===== config.mk =====
export PLATFORM = sky130hd
export DESIGN_NAME = sssp_rd_resp_gen
export DESIGN_NICKNAME = d
export VERILOG_FILES = /design/src/rtl/sssp_rd_resp_gen.sv
export SDC_FILE = /design/constraint.sdc
export NUM_CORES = 1
export LEC_CHECK = 0
export CORE_MARGIN = 8
export CORE_UTILIZATION = 54
export DETAILED_ROUTE_END_ITERATION = 6
export PLACE_DENSITY = 0.84
export SLEW_MARGIN = 20
export SYNTH_ARGS = -nofsm -noshare
export SYNTH_HDL_FRONTEND = slang
export SYNTH_SLANG_ARGS = --single-unit

===== constraint.sdc =====
create_clock -name clk -period 9.3 [get_ports clk]
set_clock_uncertainty 0.05 [all_clocks]
set_input_delay 2.325 -clock clk [delete_from_list [all_inputs] [get_ports clk]]
set_output_delay 2.325 -clock clk [all_outputs]
set_load 0.02 [all_outputs]

===== src/rtl/sssp_rd_resp_gen.sv =====
// SSSP read-response generator: forwards worker read bursts to tile memory and
// expands each returned R beat into a response task carrying the burst's context.

package sssp_rd_resp_pkg;
    typedef struct packed {
        logic [31:0] ts;
        logic [31:0] locale;
    } task_t;

    typedef logic [3:0]  subtype_t;
    typedef logic [5:0]  cq_slice_slot_t;
    typedef logic [63:0] data_t;
    typedef logic [7:0]  byte_t;

    typedef struct packed {
        task_t          tsk;
        subtype_t       subtype;
        logic           mark_last;
        cq_slice_slot_t cq_slot;
        byte_t          arlen;
    } ctx_t;
endpackage

module sssp_rd_resp_gen
    import sssp_rd_resp_pkg::*;
#(
    parameter int TILE_ID   = 0,
    parameter int CTX_DEPTH = 4
) (
    input  logic                         clk,
    input  logic                         rstn,
    input  logic                         s_arvalid,
    output logic                         s_arready,
    input  logic [31:0]                  s_araddr,
    input  logic [2:0]                   s_arsize,
    input  logic [7:0]                   s_arlen,
    input  task_t                        s_task,
    input  subtype_t                     s_subtype,
    input  logic                         s_mark_last,
    input  cq_slice_slot_t               s_cq_slot,
    output logic                         m_arvalid,
    input  logic                         m_arready,
    output logic [31:0]                  m_araddr,
    output logic [2:0]                   m_arsize,
    output logic [7:0]                   m_arlen,
    input  logic                         m_rvalid,
    output logic                         m_rready,
    input  logic [63:0]                  m_rdata,
    input  logic                         m_rlast,
    output logic                         out_valid,
    input  logic                         out_ready,
    output task_t                        out_task,
    output data_t                        out_data,
    output byte_t                        out_word_id,
    output subtype_t                     out_subtype,
    output cq_slice_slot_t               out_cq_slot,
    output logic                         out_last,
    output logic                         err_sticky,
    output logic [$clog2(CTX_DEPTH):0]   outstanding
);
    localparam int PTR_W = $clog2(CTX_DEPTH);
    localparam int CNT_W = PTR_W + 1;

    ctx_t                ctx_mem_q [CTX_DEPTH];
    logic [PTR_W-1:0]    wr_ptr_q, wr_ptr_d, rd_ptr_q, rd_ptr_d;
    logic [CNT_W-1:0]    count_q, count_d;
    byte_t               beat_cnt_q, beat_cnt_d;
    logic                out_valid_q, out_valid_d;
    logic                err_q, err_d;
    task_t               out_task_q, out_task_d;
    data_t               out_data_q, out_data_d;
    byte_t               out_word_id_q, out_word_id_d;
    subtype_t            out_subtype_q, out_subtype_d;
    cq_slice_slot_t      out_cq_slot_q, out_cq_slot_d;
    logic                out_last_q, out_last_d;

    ctx_t                head;
    ctx_t                push_ctx;
    logic                ctx_full, ctx_nonempty, push, r_hs, final_beat, pop;

    assign head     = ctx_mem_q[rd_ptr_q];
    assign m_araddr = s_araddr;
    assign m_arsize = s_arsize;
    assign m_arlen  = s_arlen;

    always_comb begin
        // Full is decoded from the registered count, so a pop this cycle cannot admit a push.
        ctx_full     = (count_q == CNT_W'(CTX_DEPTH));
        ctx_nonempty = (count_q != '0);
        s_arready    = m_arready & ~ctx_full;
        m_arvalid    = s_arvalid & ~ctx_full;
        push         = s_arvalid & s_arready;
        push_ctx     = '{tsk: s_task, subtype: s_subtype, mark_last: s_mark_last,
                         cq_slot: s_cq_slot, arlen: s_arlen};
        m_rready     = ctx_nonempty & (~out_valid_q | out_ready);
        r_hs         = m_rvalid & m_rready;
        final_beat   = (beat_cnt_q == head.arlen);
        pop          = r_hs & final_beat;

        wr_ptr_d      = push ? wr_ptr_q + PTR_W'(1) : wr_ptr_q;
        rd_ptr_d      = pop ? rd_ptr_q + PTR_W'(1) : rd_ptr_q;
        count_d       = count_q + CNT_W'(push) - CNT_W'(pop);
        beat_cnt_d    = beat_cnt_q;
        err_d         = err_q;
        out_valid_d   = out_valid_q & ~out_ready;
        out_task_d    = out_task_q;
        out_data_d    = out_data_q;
        out_word_id_d = out_word_id_q;
        out_subtype_d = out_subtype_q;
        out_cq_slot_d = out_cq_slot_q;
        out_last_d    = out_last_q;

        if (r_hs) begin
            out_valid_d   = 1'b1;
            out_task_d    = head.tsk;
            out_data_d    = m_rdata;
            out_word_id_d = beat_cnt_q;
            out_subtype_d = head.subtype;
            out_cq_slot_d = head.cq_slot;
            out_last_d    = head.mark_last & final_beat;
            // The beat count alone decides the burst end; rlast is only audited.
            beat_cnt_d    = final_beat ? '0 : beat_cnt_q + 8'd1;
            if (m_rlast != final_beat) begin
                err_d = 1'b1;
            end
        end
    end

    always_ff @(posedge clk) begin
        if (push) begin
            ctx_mem_q[wr_ptr_q] <= push_ctx;
        end
    end

    always_ff @(posedge clk) begin
        if (!rstn) begin
            wr_ptr_q    <= '0;
            rd_ptr_q    <= '0;
            count_q     <= '0;
            beat_cnt_q  <= '0;
            out_valid_q <= 1'b0;
            err_q       <= 1'b0;
        end else begin
            wr_ptr_q    <= wr_ptr_d;
            rd_ptr_q    <= rd_ptr_d;
            count_q     <= count_d;
            beat_cnt_q  <= beat_cnt_d;
            out_valid_q <= out_valid_d;
            err_q       <= err_d;
        end
    end

    always_ff @(posedge clk) begin
        out_task_q    <= out_task_d;
        out_data_q    <= out_data_d;
        out_word_id_q <= out_word_id_d;
        out_subtype_q <= out_subtype_d;
        out_cq_slot_q <= out_cq_slot_d;
        out_last_q    <= out_last_d;
    end

    assign out_valid   = out_valid_q;
    assign out_task    = out_task_q;
    assign out_data    = out_data_q;
    assign out_word_id = out_word_id_q;
    assign out_subtype = out_subtype_q;
    assign out_cq_slot = out_cq_slot_q;
    assign out_last    = out_last_q;
    assign err_sticky  = err_q;
    assign outstanding = count_q;

`ifdef XILINX_SIMULATOR
    logic [31:0] sim_cycle_q;
    always_ff @(posedge clk) begin
        if (!rstn) begin
            sim_cycle_q <= '0;
        end else begin
            sim_cycle_q <= sim_cycle_q + 32'd1;
            if (out_valid_q && out_ready) begin
                $display("[%0d] tile %0d rd_resp slot=%0d ts=%0h locale=%0h word_id=%0d last=%0b",
                         sim_cycle_q, TILE_ID, out_cq_slot_q, out_task_q.ts,
                         out_task_q.locale, out_word_id_q, out_last_q);
            end
        end
    end
`endif
endmodule


==> results of run 1 <==
==> registers in the layout, indices dropped and copies added, names as in the netlist, named ones only <==
register / flops
out_valid: 1
outstanding: 3
beat_cnt_q: 8
wr_ptr_q: 2
out_task: 64
out_word_id: 8
ctx_mem_q: 332
err_sticky: 1
out_cq_slot: 6
rd_ptr_q: 2
out_last: 1
out_data: 64
out_subtype: 4
==> synth_stat cells (2+ instances only) <==
cell      instances
and2_1            6
nand4_1           2
inv_1             5
o311ai_1          2
clkbuf_1          9
nand2b_1          2
nand4_2           2
xnor2_1          12
a21boi_0          3
nand2_1           9
mux4_2           83
buf_2             7
dfxtp_1          19
nor2_1            9
and3_1            5
xor2_1            6
ha_1              7
nor2b_1           2
mux2i_1           2
buf_4            43
nand3_1           3
edfxtp_1        479
buf_1             3
==> worst reg2reg max path: stages (launching register included) <==
cell and delay (ns):
dfxtp_4 0.89, mux4_2 0.64, xnor2_1 0.19, nand4_2 0.33
nor3_4 0.34, ha_1 0.27, inv_1 0.05, ha_1 0.13
inv_1 0.05, fa_1 0.40, xnor2_1 0.15, xnor2_1 0.12
and2_1 0.16
==> layout by cell type (no fill, tap or decap), types with 3 or more instances in the layout <==
| cell | count |
|---|---|
| clkdlybuf4s50_1 | 316 |
| and3_4 | 4 |
| a21boi_0 | 3 |
| buf_4 | 7 |
| ha_1 | 7 |
| xor2_1 | 6 |
| and2_1 | 6 |
| clkinv_1 | 14 |
| clkbuf_1 | 8 |
| clkinv_2 | 5 |
| bufinv_16 | 5 |
| mux4_2 | 83 |
| diode_2 | 7 |
| xnor2_1 | 12 |
| inv_6 | 3 |
| clkbuf_8 | 3 |
| nor2_1 | 9 |
| edfxtp_1 | 479 |
| clkbuf_16 | 49 |
| inv_1 | 5 |
| nand2_1 | 9 |
| dfxtp_1 | 17 |
| nand3_1 | 3 |
==> kinds of logic after synthesis <==
family / count (synthesis)
DFF: 498
and+or+nand+nor: 45
adders and majority gates: 8
muxes: 85
buffers and inverters: 69
AOI/OAI and AO/OA: 10
xor gates and xnor gates: 18
==> worst paths after layout <==
path	slack, ns	cells after the start	start	endpoint
worst max-delay path	2.73	3	s_arvalid	m_arvalid
worst max register to register	5.41	12	register	outstanding[2]
worst min register to register	0.45	2	rd_ptr_q[1]	register
worst min-delay path	0.45	2	rd_ptr_q[1]	register
==> routing by layer <==
layer	GRT usage	vias to the layer above
met5	0	-
met4	0.0655	4
li1	-	3605
met3	0.0554	64
met2	0.326	384
met1	0.220	4151
==> through the flow <==
stage          utilization  cells  setup slack, ns
5_1_grt              0.698   1527             2.69
6_report             0.698   1529             2.73
3_5_place_dp         0.650   1435             2.73
4_1_cts              0.698   1522             2.72
3_3_place_gp         0.650   1435             2.78
2_1_floorplan            -    733             2.16
==> power by group through the flow <==
stage / clock network (mW) / registers, mW / logic, mW
after floorplan: 0 / 2.72 / 0.107
after global placement: 0 / 2.64 / 0.358
after detailed placement: 0 / 2.65 / 0.368
after CTS: 1.94 / 2.60 / 0.369
after global routing: 2.02 / 2.61 / 0.382
final: 1.89 / 2.60 / 0.362
==> area by class of cell <==
| type | instances | area (sq um) | area share |
|---|---|---|---|
| sequential | 498 | 14800 | 0.652 |
| timing repair buffer | 323 | 3220 | 0.142 |
| multi-input combinational | 166 | 2530 | 0.111 |
| clock buffer | 60 | 1300 | 0.0573 |
| tap | 442 | 553 | 0.0244 |
| clock inverter | 27 | 254 | 0.0112 |
| inverter | 6 | 27.5 | 0.00121 |
| antenna | 7 | 17.5 | 0.000773 |
==> qor.yml, run 1 <==
clocking:
  clkSinkCount: 498
  holdBufCountCts: 0
  cts_tree: "yes"
  clk_latency_ns: 0.55
  root_buffer: "clkbuf_16"
  cts.clk_slew.worst_paths_ns: 0.06
  post_cts_buffers: 0
  cts_resized: 0
  htreeDepth: 2
  cts_made_buffers: 48
  cts_buffer_depth: 3
synthesis:
  ys_async_sr_fraction: 0
  netlist.area_leader.share: 0.812
  synth.avg_cell_area_sq_um: 24.2
  syn_area_sq_um: 17700
  yosys.cell_types.count: 36
  synth_top_family_by_area: "multiplexers"
  synth_edf_count: 479
  synthMuxAreaShare: 0.107
  yosysWarnings: 0
  synth_compound_area_frac: 0.00516
  synth-seq-cells: 498
  synth-seq-area-share: 0.834
  syn_nets: 930
  yosys-top-cells-area: "edfxtp_1, mux4_2, dfxtp_1"
  synth_xor_area_frac: 0.00890
  synthSimpleGateAreaFrac: 0.0147
  ys.flop_type: "edfxtp_1"
  synth_fa_ha_area_frac: 0.00608
  synth_cells: 733
  yosys.area.top_type: "edfxtp_1"
timing:
  tns_ns: 0
  setup_violations: 0
  fmax_mhz: 152
  hold_viol_final: 0
  worst_pin_slew_ns: 1.02
  timing.max_slew.rel_slack: 0.318
  finalCritPeriodShare: 0.706
  rsz0062_at_grt: "no"
  holdWs_ns: 0.448
  fin_crit_ns: 6.57
  drv_slew: 0
placed_design:
  post-dp-hpwl_mm: 24.2
  gp_congestion: 0.801
  portBuffers: 316
  place_area_sq_um: 21100
routing:
  top_layer_used: "met5"
  final_antenna_net_count: 0
  avgRoutedWirePerCell_um: 24.4
  met1_length_mm: 13.9
  drtPass1Iterations: 4
  route.detailed.drc: 0
  routed_wl_mm: 37.3
  drt_iter0_markers: 417
  dr_total_vias: 8208
  wl_met2_mm: 19.4
  vias_per_cell: 5.37
  wl_met3_mm: 3.21
worst_setup_path:
  critPathArrivalTime_ns: 4.19
  end_kind: "primary output"
  critPathMaxStageDelay_ns: 0.75
  cp_num_buf_inv: 2
  crit_chain: "clkdlybuf4s50_1 > a21boi_0 > clkdlybuf4s50_1"
  cpMaxStageDelayCell: "clkdlybuf4s50_1"
  cp_common_cell: "clkdlybuf4s50_1"
  critPathMaxFanout: 6
  crit_family: "buffers and inverters"
  start_kind: "primary input"
  worstSetupPathType: "in2out"
  crit_required_ns: 6.93
power_and_ir_drop:
  switching_share: 0.204
  power.leakage_nw: 7.22
  p_comb_frac: 0.075
  seqPwrFrac: 0.535
  p_clk_frac: 0.390
  p_int_mw: 3.86
  powerDensity_nw_per_um2: 214
  vdd_drop_max_mv: 0.212
  switchingPower_uw: 993
  power_mw: 4.86
cells_and_area:
  final_cell_area_sq_um: 22700
  fill_cells: 1957
  nets: 1240
  drive_gt1_frac: 0.154
  syn_to_final_growth_pct: 28.0
global_route:
  grtUsageTotal: 0.187
  grt_overflow_total: 0
  grt_pass1_wl_mm: 54.8
  antenna_found_initial: 8
  grt_pass1_vias: 8757
  grt_max_degree: 81
floorplan:
  die_x_um: 197
  start_util: 0.546
  io_pins: 387
  die_y_um: 197
  core_sq_um: 32500
  die_area_sq_um: 38800
  row_count: 66
worst_hold_path:
  hp-class: "reg2reg"
flow_run:
  cap_violations: 0
status:
  status: "completed"
(Power assumes the default switching activity.)
==> inputs of run 2 (changes only) <==
--- a/config.mk
+++ b/config.mk
@@ -6,9 +6,9 @@
 export NUM_CORES = 1
 export LEC_CHECK = 0
 export CORE_MARGIN = 8
-export CORE_UTILIZATION = 54
+export CORE_UTILIZATION = 50
 export DETAILED_ROUTE_END_ITERATION = 6
-export PLACE_DENSITY = 0.84
+export PLACE_DENSITY = 0.79
 export SLEW_MARGIN = 20
 export SYNTH_ARGS = -nofsm -noshare
 export SYNTH_HDL_FRONTEND = slang
==> constraint.sdc (replaced) <==
create_clock -name clk -period 6.2 [get_ports clk]
set_clock_uncertainty 0.05 [all_clocks]
set_input_delay 1.55 -clock clk [delete_from_list [all_inputs] [get_ports clk]]
set_output_delay 1.55 -clock clk [all_outputs]
set_load 0.02 [all_outputs]
==> qor.yml, run 2 (synthesized netlist as in run 1, its figures left out) <==
power_and_ir_drop:
  p_clk_frac: 0.389  # about the same
  p_comb_frac: 0.075  # about the same
  powerDensity_nw_per_um2: 320  # +49%
  vdd_drop_max_mv: 0.297  # +40%
  switching_share: 0.210  # +0.00523
  switchingPower_mw: 1.53  # +54%
  seqPwrFrac: 0.536  # about the same
  p_int_mw: 5.75  # +49%
  power.leakage_nw: 7.24  # +0.36%
timing:
  rsz0062_at_grt: "no"
  worst_pin_slew_ns: 1.07  # +0.0487 ns
  finalCritPeriodShare: 0.781
  holdWs_ns: 0.447  # -0.000418 ns
  fmax_mhz: 206
  tns_ns: 0  # unchanged
  hold_viol_final: 0  # unchanged
  drv_slew: 0  # unchanged
  timing.max_slew.rel_slack: 0.285  # -0.0325
  setup_ws_ns: 1.36  # -1.38 ns
  fin_crit_ns: 4.84
  setup_violations: 0  # unchanged
placed_design:
  gp_congestion: 0.771  # -3.8%
  dp_slack_ns: 1.37  # -1.36 ns
  portBuffers: 316  # unchanged
  post-dp-hpwl_mm: 24.8  # +2.6%
cells_and_area:
  nets: 1246  # +0.48%
  fill_cells: 2352  # +20%
  utilization: 0.645  # -0.0530
  syn_to_final_growth_pct: 28.4
  multiInputGateArea_sq_um: 2530  # unchanged
  seq_area_sq_um: 14800  # unchanged
  largest_reg_flops: 332  # unchanged
  top_register: "ctx_mem_q"
  final_common_cell: "edfxtp_1"
  drive_gt1_frac: 0.166  # +0.0127
  final_cell_mix: "edfxtp_1, clkdlybuf4s50_1, mux4_2"
clocking:
  cts_buffer_depth: 3  # unchanged
  root_buffer: "clkbuf_16"
  cts_tree: "yes"
  htreeDepth: 2  # unchanged
  clk_latency_ns: 0.56  # about the same
  cts.clk_slew.worst_paths_ns: 0.06  # about the same
  post_cts_buffers: 0  # unchanged
  holdBufCountCts: 0  # unchanged
  cts_resized: 0  # unchanged
  cts_made_buffers: 48  # unchanged
  clkSinkCount: 498  # unchanged
floorplan:
  start_util: 0.503  # -0.0429
  core_sq_um: 35200  # +8.5%
  die_y_um: 204  # +3.6%
  die_area_sq_um: 41700  # +7.3%
  row_count: 69  # +4.5%
  io_pins: 387  # unchanged
  die_x_um: 204  # +3.6%
routing:
  dr_total_vias: 8159  # -0.60%
  final_antenna_net_count: 0  # unchanged
  avgRoutedWirePerCell_um: 24.0  # -1.5%
  drtPass1Iterations: 5  # +1
  routed_wl_mm: 37.3  # about the same
  drt_iter0_markers: 482  # +16%
  vias_per_cell: 5.26  # -2.1%
  route.detailed.drc: 0  # unchanged
worst_setup_path:
  crit_required_ns: 4.60  # -2.33 ns
  end_kind: "primary output"
  critPathArrivalTime_ns: 3.24  # -0.95 ns
  worstSetupPathType: "in2out"
  r2r-end: "outstanding[2]"
  ff2ff_path_depth: 12  # unchanged
  r2r_setup_slack_ns: 2.31  # -3.10 ns
  critPathMaxFanout: 6  # unchanged
  start_kind: "primary input"
global_route:
  antenna_found_initial: 4  # -4
  grt_pass1_wl_mm: 54.9  # +0.29%
  grtUsageTotal: 0.174  # -0.0130
  grt_overflow_total: 0  # unchanged
  grt_max_degree: 89  # +9.9%
  grt_pass1_vias: 8769  # +0.14%
worst_hold_path:
  holdPathStages: 2  # unchanged
  min_delay_worst_endpoint: "rd_ptr_q[0]"
  hp-start: "rd_ptr_q[0]"
  hp-class: "reg2reg"
flow_run:
  cap_violations: 0  # unchanged
status:
  status: "completed"
-- run 2: cell types whose count changed in the layout (fill, tap and decap cells not counted), sizes merged --
cell      delta
diode        -4
clkinv       +6
buf          +6
clkinvlp     +6
clkbuf       -7
inv          -2
bufinv       -1
-- run 2: through the flow --
step	instances	instance area, sq um	power (mW)
after floorplan	733	17700	4.23
after global placement	1460	21200	4.51
after detailed placement	1460	21200	4.53
after CTS	1549	22700	7.35
after global routing	1552	22700	7.51
final	1552	22700	7.28
-- run 2: layout make-up --
cell class / count / area share
Inverter: 6 / 0.00121
Sequential cell: 498 / 0.650
Antenna cell: 3 / 0.000330
Tap cell: 461 / 0.0254
Multi-Input combinational cell: 166 / 0.111
Timing Repair Buffer: 329 / 0.143
Clock inverter: 36 / 0.0132
Clock buffer: 53 / 0.0555
-- run 2: worst max path at each step --
stage,start,end,slack (ns)
after global placement,s_arvalid,m_arvalid,1.40
after CTS,s_arvalid,m_arvalid,1.36
final,s_arvalid,m_arvalid,1.36
after floorplan,s_arvalid,ctx_mem_q[0][0],1.35
after global routing,s_arvalid,m_arvalid,1.27
after detailed placement,s_arvalid,m_arvalid,1.37
-- run 2: metal layers --
layer	up-vias	share of wire	track usage
li1	3601	-	-
met1	4094	0.37	0.207
met2	401	0.50	0.292
met3	61	0.11	0.0670
met4	2	0.020	0.0550
met5	-	0.00035	0
-- run 2: power by group through the flow --
stage / clock network [mW] / registers, mW / logic [mW]
finish: 2.83 / 3.90 / 0.546
global route: 3.02 / 3.91 / 0.582
CTS: 2.90 / 3.90 / 0.557
detailed placement: 0 / 3.97 / 0.555
global placement: 0 / 3.97 / 0.543
floorplan: 0 / 4.07 / 0.160
-- run 2: critical path: stages --
cell and delay [ns]:
clkdlybuf4s50_1 0.44, a21boi_0 0.52, clkdlybuf4s50_1 0.73
==> inputs of run 3 (changes only) <==
--- a/config.mk
+++ b/config.mk
@@ -6,9 +6,9 @@
 export NUM_CORES = 1
 export LEC_CHECK = 0
 export CORE_MARGIN = 8
-export CORE_UTILIZATION = 50
+export CORE_UTILIZATION = 45
 export DETAILED_ROUTE_END_ITERATION = 6
-export PLACE_DENSITY = 0.79
+export PLACE_DENSITY = 0.75
 export SLEW_MARGIN = 20
 export SYNTH_ARGS = -nofsm -noshare
 export SYNTH_HDL_FRONTEND = slang
==> constraint.sdc (replaced) <==
create_clock -name clk -period 4.18 [get_ports clk]
set_clock_uncertainty 0.05 [all_clocks]
set_input_delay 1.045 -clock clk [delete_from_list [all_inputs] [get_ports clk]]
set_output_delay 1.045 -clock clk [all_outputs]
set_load 0.02 [all_outputs]
==> qor.yml, run 3 (synthesized netlist as in run 1, its figures left out) <==
floorplan:
  io_pins: 387  # unchanged
  row_count: 72  # +4.3%
  die_x_um: 214  # +5.0%
  die_y_um: 214  # +5.0%
  core_sq_um: 38700  # +10%
  start_util: 0.457  # -0.0456
  die_area_sq_um: 46000  # +10%
clocking:
  cts_made_buffers: 49  # +2.1%
  clkSinkCount: 498  # unchanged
  root_buffer: "clkbuf_16"
  cts.clk_slew.worst_paths_ns: 0.06  # about the same
  cts_buffer_depth: 3  # unchanged
  clk_latency_ns: 0.57  # about the same
  cts_resized: 0  # unchanged
  holdBufCountCts: 0  # unchanged
  cts_tree: "yes"
  htreeDepth: 2  # unchanged
  post_cts_buffers: 0  # unchanged
worst_setup_path:
  ff2ff_path_depth: 12  # unchanged
  end_kind: "primary output"
  critPathMaxFanout: 6  # unchanged
  critPathArrivalTime_ns: 2.55  # -0.69 ns
  r2r_setup_slack_ns: 0.83  # -1.48 ns
  crit_required_ns: 3.08  # -1.52 ns
  r2r-end: "outstanding[2]"
  worstSetupPathType: "in2out"
  start_kind: "primary input"
placed_design:
  gp_congestion: 0.809  # +5.0%
  post-dp-hpwl_mm: 26.2  # +5.4%
  portBuffers: 316  # unchanged
cells_and_area:
  fill_cells: 2796  # +19%
  multiInputGateArea_sq_um: 2530  # unchanged
  nets: 1254  # +0.64%
  final_cell_mix: "edfxtp_1, clkdlybuf4s50_1, mux4_2"
  final_common_cell: "edfxtp_1"
  drive_gt1_frac: 0.164  # -0.00198
  top_register: "ctx_mem_q"
  utilization: 0.591  # -0.0545
  seq_area_sq_um: 14800  # unchanged
  syn_to_final_growth_pct: 29.3
  largest_reg_flops: 332  # unchanged
timing:
  drv_slew: 0  # unchanged
  setup_violations: 0  # unchanged
  timing.max_slew.rel_slack: 0.458  # +0.173
  tns_ns: 0  # unchanged
  fin_crit_ns: 3.64
  worst_pin_slew_ns: 0.801  # -0.271 ns
  fmax_mhz: 275
  rsz0062_at_grt: "no"
  hold_viol_final: 0  # unchanged
  finalCritPeriodShare: 0.871
power_and_ir_drop:
  p_comb_frac: 0.078  # +0.003
  power.leakage_nw: 7.28  # +0.48%
  switchingPower_mw: 2.24  # +47%
  powerDensity_nw_per_um2: 466  # +45%
  p_int_mw: 8.42  # +46%
  switching_share: 0.210  # +0.000491
  p_clk_frac: 0.379  # -0.010
  vdd_drop_max_mv: 0.423  # +43%
  power_mw: 10.7  # +46%
  seqPwrFrac: 0.543  # +0.007
global_route:
  grt_pass1_wl_mm: 57.0  # +3.8%
  grt_overflow_total: 0  # unchanged
  grtUsageTotal: 0.164  # -0.0101
  antenna_found_initial: 4  # unchanged
  grt_max_degree: 62  # -30%
  grt_pass1_vias: 8694  # -0.86%
worst_hold_path:
  holdPathStages: 2  # unchanged
  hp-class: "reg2reg"
  hp-start: "err_sticky"
  min_delay_worst_endpoint: "err_sticky"
routing:
  drt_iter0_markers: 534  # +11%
  routed_wl_mm: 38.2  # +2.6%
  route.detailed.drc: 0  # unchanged
  vias_per_cell: 5.08  # -3.4%
  final_antenna_net_count: 0  # unchanged
  dr_total_vias: 8198  # +0.48%
  drtPass1Iterations: 4  # -1
  avgRoutedWirePerCell_um: 23.7  # -1.4%
status:
  status: "completed"
flow_run:
  cap_violations: 0  # unchanged
run 3: cell count changes in the layout (fill, tap and decap cells not counted), sizes merged:
cell and change:
clkbuf +9, buf +7, clkinv -4, clkinvlp -5
diode -1, inv +2, bufinv -2
run 3: cell type report:
class                           instances  share of cell area
Clock buffer                           62              0.0561
Timing Repair Buffer                  336               0.150
Multi-Input combinational cell        166               0.110
Inverter                                6             0.00120
Antenna cell                            2            0.000219
Tap cell                              518              0.0283
Clock inverter                         27             0.00809
Sequential cell                       498               0.645
run 3: layer usage:
| layer | GRT usage | up-vias | part of all wire |
|---|---|---|---|
| met2 | 0.288 | 354 | 0.52 |
| met1 | 0.189 | 4158 | 0.37 |
| met4 | 0.0521 | 2 | 0.023 |
| met3 | 0.0553 | 55 | 0.083 |
| li1 | - | 3629 | - |
| met5 | 0 | - | 0.00044 |
run 3: how the worst max path moves through the flow:
stage                          from  slack [ns]  cells after the start              to
after detailed placement  m_arready        0.53                      3       s_arready
after global placement    out_ready        0.57                     13  outstanding[2]
final                     m_arready        0.54                      3       s_arready
after global routing      m_arready        0.51                      3       s_arready
after floorplan           out_ready        0.30                      4  out_cq_slot[0]
after CTS                 m_arready        0.52                      3       s_arready
run 3: metrics by stage:
step | setup WS (ns) | std cells | cell area, sq um | hold WS (ns)
final | 0.539 | 1615 | 22900 | 0.433
after global routing | 0.509 | 1613 | 22900 | 0.482
after CTS | 0.523 | 1613 | 22900 | 0.435
after detailed placement | 0.535 | 1524 | 21400 | 0.421
after global placement | 0.572 | 1524 | 21400 | 0.421
after floorplan | 0.298 | 733 | 17700 | 0.356
run 3: power groups by stage:
stage	Clock [mW]	Combinational (mW)	Sequential (mW)
after floorplan	0	0.238	6.03
after global placement	0	0.837	5.88
after detailed placement	0	0.848	5.89
after CTS	4.15	0.851	5.79
after global routing	4.33	0.885	5.80
final	4.04	0.834	5.78
run 3: worst max-delay path: stages:
cell and delay (ns):
clkdlybuf4s50_1 0.57, a21boi_0 0.26, clkdlybuf4s50_1 0.67
